[src/rtl/mips_run_monitor.sv]
// Run controller/checker for mips_pipeline: sequences the core reset, runs it for a
// bounded number of cycles and reports pass/timeout with a cycle count and captured result.
module mips_run_monitor #(
    parameter int WIDTH         = 32,
    parameter int RESET_CYCLES  = 2,
    parameter int RUN_CYCLES    = 20,
    parameter int STABLE_CYCLES = 3,
    parameter int CW            = 16
) (
    input  logic             clk,
    input  logic             reset,
    input  logic             start,
    input  logic [WIDTH-1:0] expected,
    input  logic [WIDTH-1:0] dut_result,
    output logic             dut_rst,
    output logic             busy,
    output logic             done,
    output logic             pass,
    output logic             timeout,
    output logic [CW-1:0]    cycles,
    output logic [WIDTH-1:0] captured
);

    localparam int RW = (RESET_CYCLES  < 2) ? 1 : $clog2(RESET_CYCLES + 1);
    localparam int SW = (STABLE_CYCLES < 2) ? 1 : $clog2(STABLE_CYCLES + 1);
    localparam logic [RW-1:0] RST_LAST   = RW'(RESET_CYCLES - 1);
    localparam logic [SW-1:0] STABLE_TGT = SW'(STABLE_CYCLES);
    localparam logic [CW-1:0] RUN_TGT    = CW'(RUN_CYCLES);

    typedef enum logic [1:0] {S_IDLE, S_RESET, S_RUN, S_DONE} state_t;

    state_t           state_q, state_d;
    logic [RW-1:0]    rcnt_q, rcnt_d;
    logic [SW-1:0]    stable_q, stable_d;
    logic [WIDTH-1:0] exp_q, exp_d;
    logic [CW-1:0]    cycles_q, cycles_d;
    logic [WIDTH-1:0] captured_q, captured_d;
    logic             pass_q, pass_d;
    logic             timeout_q, timeout_d;
    logic             done_q, done_d;
    logic             busy_q, busy_d;
    logic             dut_rst_q, dut_rst_d;

    logic [CW-1:0]    cyc_inc;
    logic [SW-1:0]    stable_inc;
    logic             match;

    always_comb begin
        state_d    = state_q;
        rcnt_d     = rcnt_q;
        stable_d   = stable_q;
        exp_d      = exp_q;
        cycles_d   = cycles_q;
        captured_d = captured_q;
        pass_d     = pass_q;
        timeout_d  = timeout_q;
        done_d     = done_q;
        busy_d     = busy_q;
        dut_rst_d  = dut_rst_q;

        // Counter saturates rather than wrapping so an oversized run never reports a small count.
        cyc_inc    = (cycles_q == '1) ? cycles_q : cycles_q + 1'b1;
        stable_inc = stable_q + 1'b1;
        match      = (dut_result == exp_q);

        case (state_q)
            S_IDLE, S_DONE: begin
                if (start) begin
                    state_d    = S_RESET;
                    exp_d      = expected;
                    rcnt_d     = '0;
                    stable_d   = '0;
                    cycles_d   = '0;
                    captured_d = '0;
                    pass_d     = 1'b0;
                    timeout_d  = 1'b0;
                    done_d     = 1'b0;
                    busy_d     = 1'b1;
                    dut_rst_d  = 1'b1;
                end
            end
            S_RESET: begin
                if (rcnt_q == RST_LAST) begin
                    state_d   = S_RUN;
                    dut_rst_d = 1'b0;
                end else begin
                    rcnt_d = rcnt_q + 1'b1;
                end
            end
            S_RUN: begin
                cycles_d = cyc_inc;
                stable_d = match ? stable_inc : '0;
                // Pass is tested first so a match landing on the last allowed cycle still passes.
                if (match && (stable_inc == STABLE_TGT)) begin
                    state_d    = S_DONE;
                    pass_d     = 1'b1;
                    done_d     = 1'b1;
                    busy_d     = 1'b0;
                    captured_d = dut_result;
                end else if (cyc_inc >= RUN_TGT) begin
                    state_d    = S_DONE;
                    timeout_d  = 1'b1;
                    done_d     = 1'b1;
                    busy_d     = 1'b0;
                    captured_d = dut_result;
                end
            end
            default: state_d = S_IDLE;
        endcase
    end

    always_ff @(posedge clk or negedge reset) begin
        if (!reset) begin
            state_q    <= S_IDLE;
            rcnt_q     <= '0;
            stable_q   <= '0;
            exp_q      <= '0;
            cycles_q   <= '0;
            captured_q <= '0;
            pass_q     <= 1'b0;
            timeout_q  <= 1'b0;
            done_q     <= 1'b0;
            busy_q     <= 1'b0;
            dut_rst_q  <= 1'b1;
        end else begin
            state_q    <= state_d;
            rcnt_q     <= rcnt_d;
            stable_q   <= stable_d;
            exp_q      <= exp_d;
            cycles_q   <= cycles_d;
            captured_q <= captured_d;
            pass_q     <= pass_d;
            timeout_q  <= timeout_d;
            done_q     <= done_d;
            busy_q     <= busy_d;
            dut_rst_q  <= dut_rst_d;
        end
    end

    assign dut_rst  = dut_rst_q;
    assign busy     = busy_q;
    assign done     = done_q;
    assign pass     = pass_q;
    assign timeout  = timeout_q;
    assign cycles   = cycles_q;
    assign captured = captured_q;

endmodule

[config.mk]
export PLATFORM = sky130hd
export DESIGN_NAME = mips_run_monitor
export DESIGN_NICKNAME = d
export VERILOG_FILES = /design/src/rtl/mips_run_monitor.sv
export SDC_FILE = /design/constraint.sdc
export NUM_CORES = 1
export LEC_CHECK = 0
export BUFFER_PORTS_ARGS = -buffer_cell sky130_fd_sc_hd__clkbuf_2
export CAP_MARGIN = 20
export CORE_ASPECT_RATIO = 1.25
export CORE_MARGIN = 1
export CORE_UTILIZATION = 48
export DETAILED_ROUTE_END_ITERATION = 7
export GPL_TIMING_DRIVEN = 0
export PLACE_DENSITY = 0.77
export SLEW_MARGIN = 10
export SYNTH_ARGS = -nofsm -noshare
export SYNTH_HDL_FRONTEND = slang
export SYNTH_SLANG_ARGS = --single-unit
[constraint.sdc]
create_clock -name clk -period 2.49 [get_ports clk]
set_clock_uncertainty 0.15 [all_clocks]
set_input_delay 0.1245 -clock clk [delete_from_list [all_inputs] [get_ports clk]]
set_output_delay 0.1245 -clock clk [all_outputs]
set_load 0.005 [all_outputs]
==> flow_summary_export.csv <==
group,metric,value,unit
timing,drv_slew,0,
critical_path,critPathMaxStageDelay,440,ps
critical_path,worst-path-max-fanout,10,
timing,post-route-min-period,2740,ps
synthesis,synth_common_cells,"90 x dfrtp_1, 34 x a22o_1, 32 x mux2_2, 32 x xnor2_1, 23 x o21ai_0",
die,ioPinCount,120,
layout,final_layout_size_suffix_gt1_share,37.6,%
critical_path,critPathBufInv,2,
power_and_ir_drop,switchingPower,2570,uW
route,drc,0,
grt,antenna_found_initial,0,
synthesis,synth_top_area_share,50.0,%
synthesis,synth_fa_ha_area_share,1.67,%
clock_network,cts_buffers,9,
clock_network,root_buffer,"clkbuf_16",
critical_path,crit_arrival,2810,ps
synthesis,synth_xor_xnor_area_share,6.61,%
clock_network,clk_latency,350,ps
die,core_area,9130,um^2
run_status,violations,"negative setup slack",
power_and_ir_drop,internal_power,4280,uW
clock_network,clkTransAtPathRegs,70,ps
synthesis,synthCells,391,
grt,grt_max_degree,48,
place,globalplace.congestion,0.929,
power_and_ir_drop,p_comb_share,44.6,%
die,die_y,110,um
synthesis,ys_seq_area_share,50.6,%
timing,hold_ws,204,ps
synthesis,synth_area_leaders,"dfrtp_1 50%, mux2_2 8.0%, a22o_1 6.6%",
synthesis,syn_nets,464,
run_status,status,"finished, violations left",
die,initial_core_util,49.3,%
clock_network,cts_tree,"built",
timing,grt_setup_unrepaired,"yes",
critical_path,crit_slowest_cell,"dfrtp_1",
layout,syn2layout_area_growth,45.4,%
power_and_ir_drop,clockPowerShare,20.3,%
critical_path,start_kind,"register",
critical_path,reg2reg_from,"cycles[2]",
power_and_ir_drop,peakVddDrop,0.672,mV
grt,grt_overflow,0,
timing,tightest_slew,677,ps
route,wl,15600,um
layout,fillers,595,
route,wl_per_cell,21.5,um
die,die_area,9770,um^2
critical_path,required,2560,ps
synthesis,synthFlopType,"dfrtp_1",
critical_path,cp-startpoint,"cycles[2]",
synthesis,muxShareOfSynthArea,8.92,%
grt,grt_pass1_vias,4545,
power_and_ir_drop,seq_power_share,35.1,%
timing,period_share,110,%
layout,design_area,6550,um^2
timing,worst_slack,-246,ps
synthesis,synth-compound-area-share,17.7,%
power_and_ir_drop,p_leak,0.00299,uW
grt,grt_pass1_wl,23500,um
route,drt-initial-drc-count,330,
route,viasPerCell,5.98,
run,maxCapViolCount,0,
timing,maxClockFrequency,365,MHz
synthesis,yosys.cell_types.count,55,
die,die_w,88.6,um
synthesis,synth_seq_cells,91,
clock_network,cts_sinks,91,
clock_network,clk_path_buf_depth,2,
synthesis,ys_async_sr_fraction,100,%
synthesis,synth_area_leader_cell,"dfrtp_1",
timing,final-setup-viol-count,36,
synthesis,yosysMostFrequentCell,"dfrtp_1",
route,first_pass_iters,4,
grt,grt.total_usage,33.0,%
critical_path,critPathTopFamily,"compound AO/OA/AOI/OAI gates",
synthesis,syn-cell-area,4500,um^2
place,place_area,5310,um^2
route,vias,4342,
route,antenna_left,0,
place,io_buffer_count,119,
timing,tns,-6600,ps
timing,finalHoldViolCount,0,
synthesis,synth_top_family_by_area,"compound AO/OA/AOI/OAI gates",
place,dpl.hpwl,8720,um
synthesis,syn_avg_cell_area,11.5,um^2
layout,diodes,0,
synthesis,synth_edf_count,0,
power_and_ir_drop,switching_share,37.6,%
synthesis,yosys_warnings,0,
critical_path,cp-end-kind,"register",
synthesis,synth_simple_gate_area_share,10.8,%
clock_network,cts.htree.levels,3,
die,rows,39,
worst_hold_path,hp-class,"input port to register",
critical_path,path_cells,"buf_4 > and4_4 > a221o_1 > a2111oi_4 > nand4_2 > and2_4 > buf_16 > a22o_1",
critical_path,crit_type,"register to register",
worst_hold_path,hold_start,"dut_result[12]",
power_and_ir_drop,power_density,1050,nW/um^2
layout,fin_nets,671,
timing,relSlewSlack,54.9,%
## power groups by stage
stage | registers [uW] | clock network, uW | logic, uW
after global placement | 2330 | 0 | 2320
final | 2400 | 1390 | 3050
after floorplan | 2300 | 0 | 1630
after detailed placement | 2350 | 0 | 2420
after CTS | 2330 | 1380 | 2730
after global routing | 2430 | 1460 | 3230
## flip-flops by register name, indices dropped and copies added (netlist names)
| signal | flops |
|---|---|
| captured | 32 |
| timeout | 1 |
| cycles | 16 |
| stable_q | 2 |
| exp_q | 32 |
| done | 1 |
| dut_rst | 1 |
| rcnt_q | 2 |
| pass | 1 |
| state_q | 2 |
| busy | 1 |
## final timing paths
check                               end  slack (ps)  depth (start not counted)
min reg2reg                captured[19]         350                          1
max                        captured[28]        -250                          8
max in group asynchronous      exp_q[3]        1320                          3
max reg2reg                captured[28]        -250                          8
min in group asynchronous     cycles[8]         220                          2
min                         stable_q[0]         200                          6
## cell type report
| cell class | count | area [um^2] | share of cell area [%] |
|---|---|---|---|
| buffer | 21 | 165 | 2.52 |
| tap | 123 | 154 | 2.35 |
| clock inverter | 6 | 65.1 | 0.994 |
| clock buffer | 10 | 229 | 3.50 |
| timing repair buffer | 198 | 1450 | 22.2 |
| inverter | 7 | 26.3 | 0.401 |
| multi-input combinational | 270 | 2170 | 33.2 |
| sequential | 91 | 2280 | 34.9 |
## cell usage in the layout (no fill, tap or decap), types with 4 or more instances in the layout
master and count:
dlygate4sd3_1 66, clkbuf_2 120, nand3_2 5, clkbuf_1 7, inv_1 7, dfrtp_1 87, a21oi_1 15, buf_8 4
o21ai_0 22, nor2_1 12, xnor2_1 32, nand3_1 14, buf_4 13, o21a_1 4, clkbuf_16 11, nand4_1 13
a31oi_1 6, mux2_2 33, a22o_1 34, ha_1 4, nand2_1 17
## worst reg2reg max path, delay by kind of cell (launching register included)
family	cells	cell delay [ps]
compound gates	3	1060
buf+inv	2	360
simple gates	3	610
flops	1	440
## metal layers
metal / GRT usage [%] / up-vias / part of all wire, %
met3: 5.96 / 49 / 6.9
met2: 56.5 / 248 / 52
met4: 18.4 / 0 / 3.9
met1: 39.0 / 2164 / 37
met5: 0 / - / 0
li1: - / 1881 / -
## repair_timing
action | in CTS | in global routing
buffers inserted | 6 | 2
hold endpoints to repair | 108 | 0
resized for setup | 23 | 15
pin swaps | 15 | 16
cloned | 2 | 2
setup endpoints to repair | 72 | 81
hold buffers | 66 | 0
## kinds of logic (layout without fill, tap and decap cells)
kind of cell,Yosys count,after routing
AOI/OAI and AO/OA,107,107
DFF,91,91
and+or+nand+nor,87,87
muxes,36,36
xor gates and xnor gates,34,34
buffers and inverters,30,242
adders and majority gates,6,6
## through the flow
| step | worst slack, ps | power, uW | cells | utilization [%] |
|---|---|---|---|---|
| 2_1_floorplan | -93.4 | 3940 | 391 | - |
| 3_3_place_gp | -418 | 4640 | 633 | 57.9 |
| 3_5_place_dp | -499 | 4770 | 634 | 58.2 |
| 4_1_cts | -241 | 6440 | 723 | 70.4 |
| 5_1_grt | -295 | 7120 | 726 | 71.8 |
| 6_report | -246 | 6850 | 726 | 71.8 |
(Power assumes the default switching activity.)
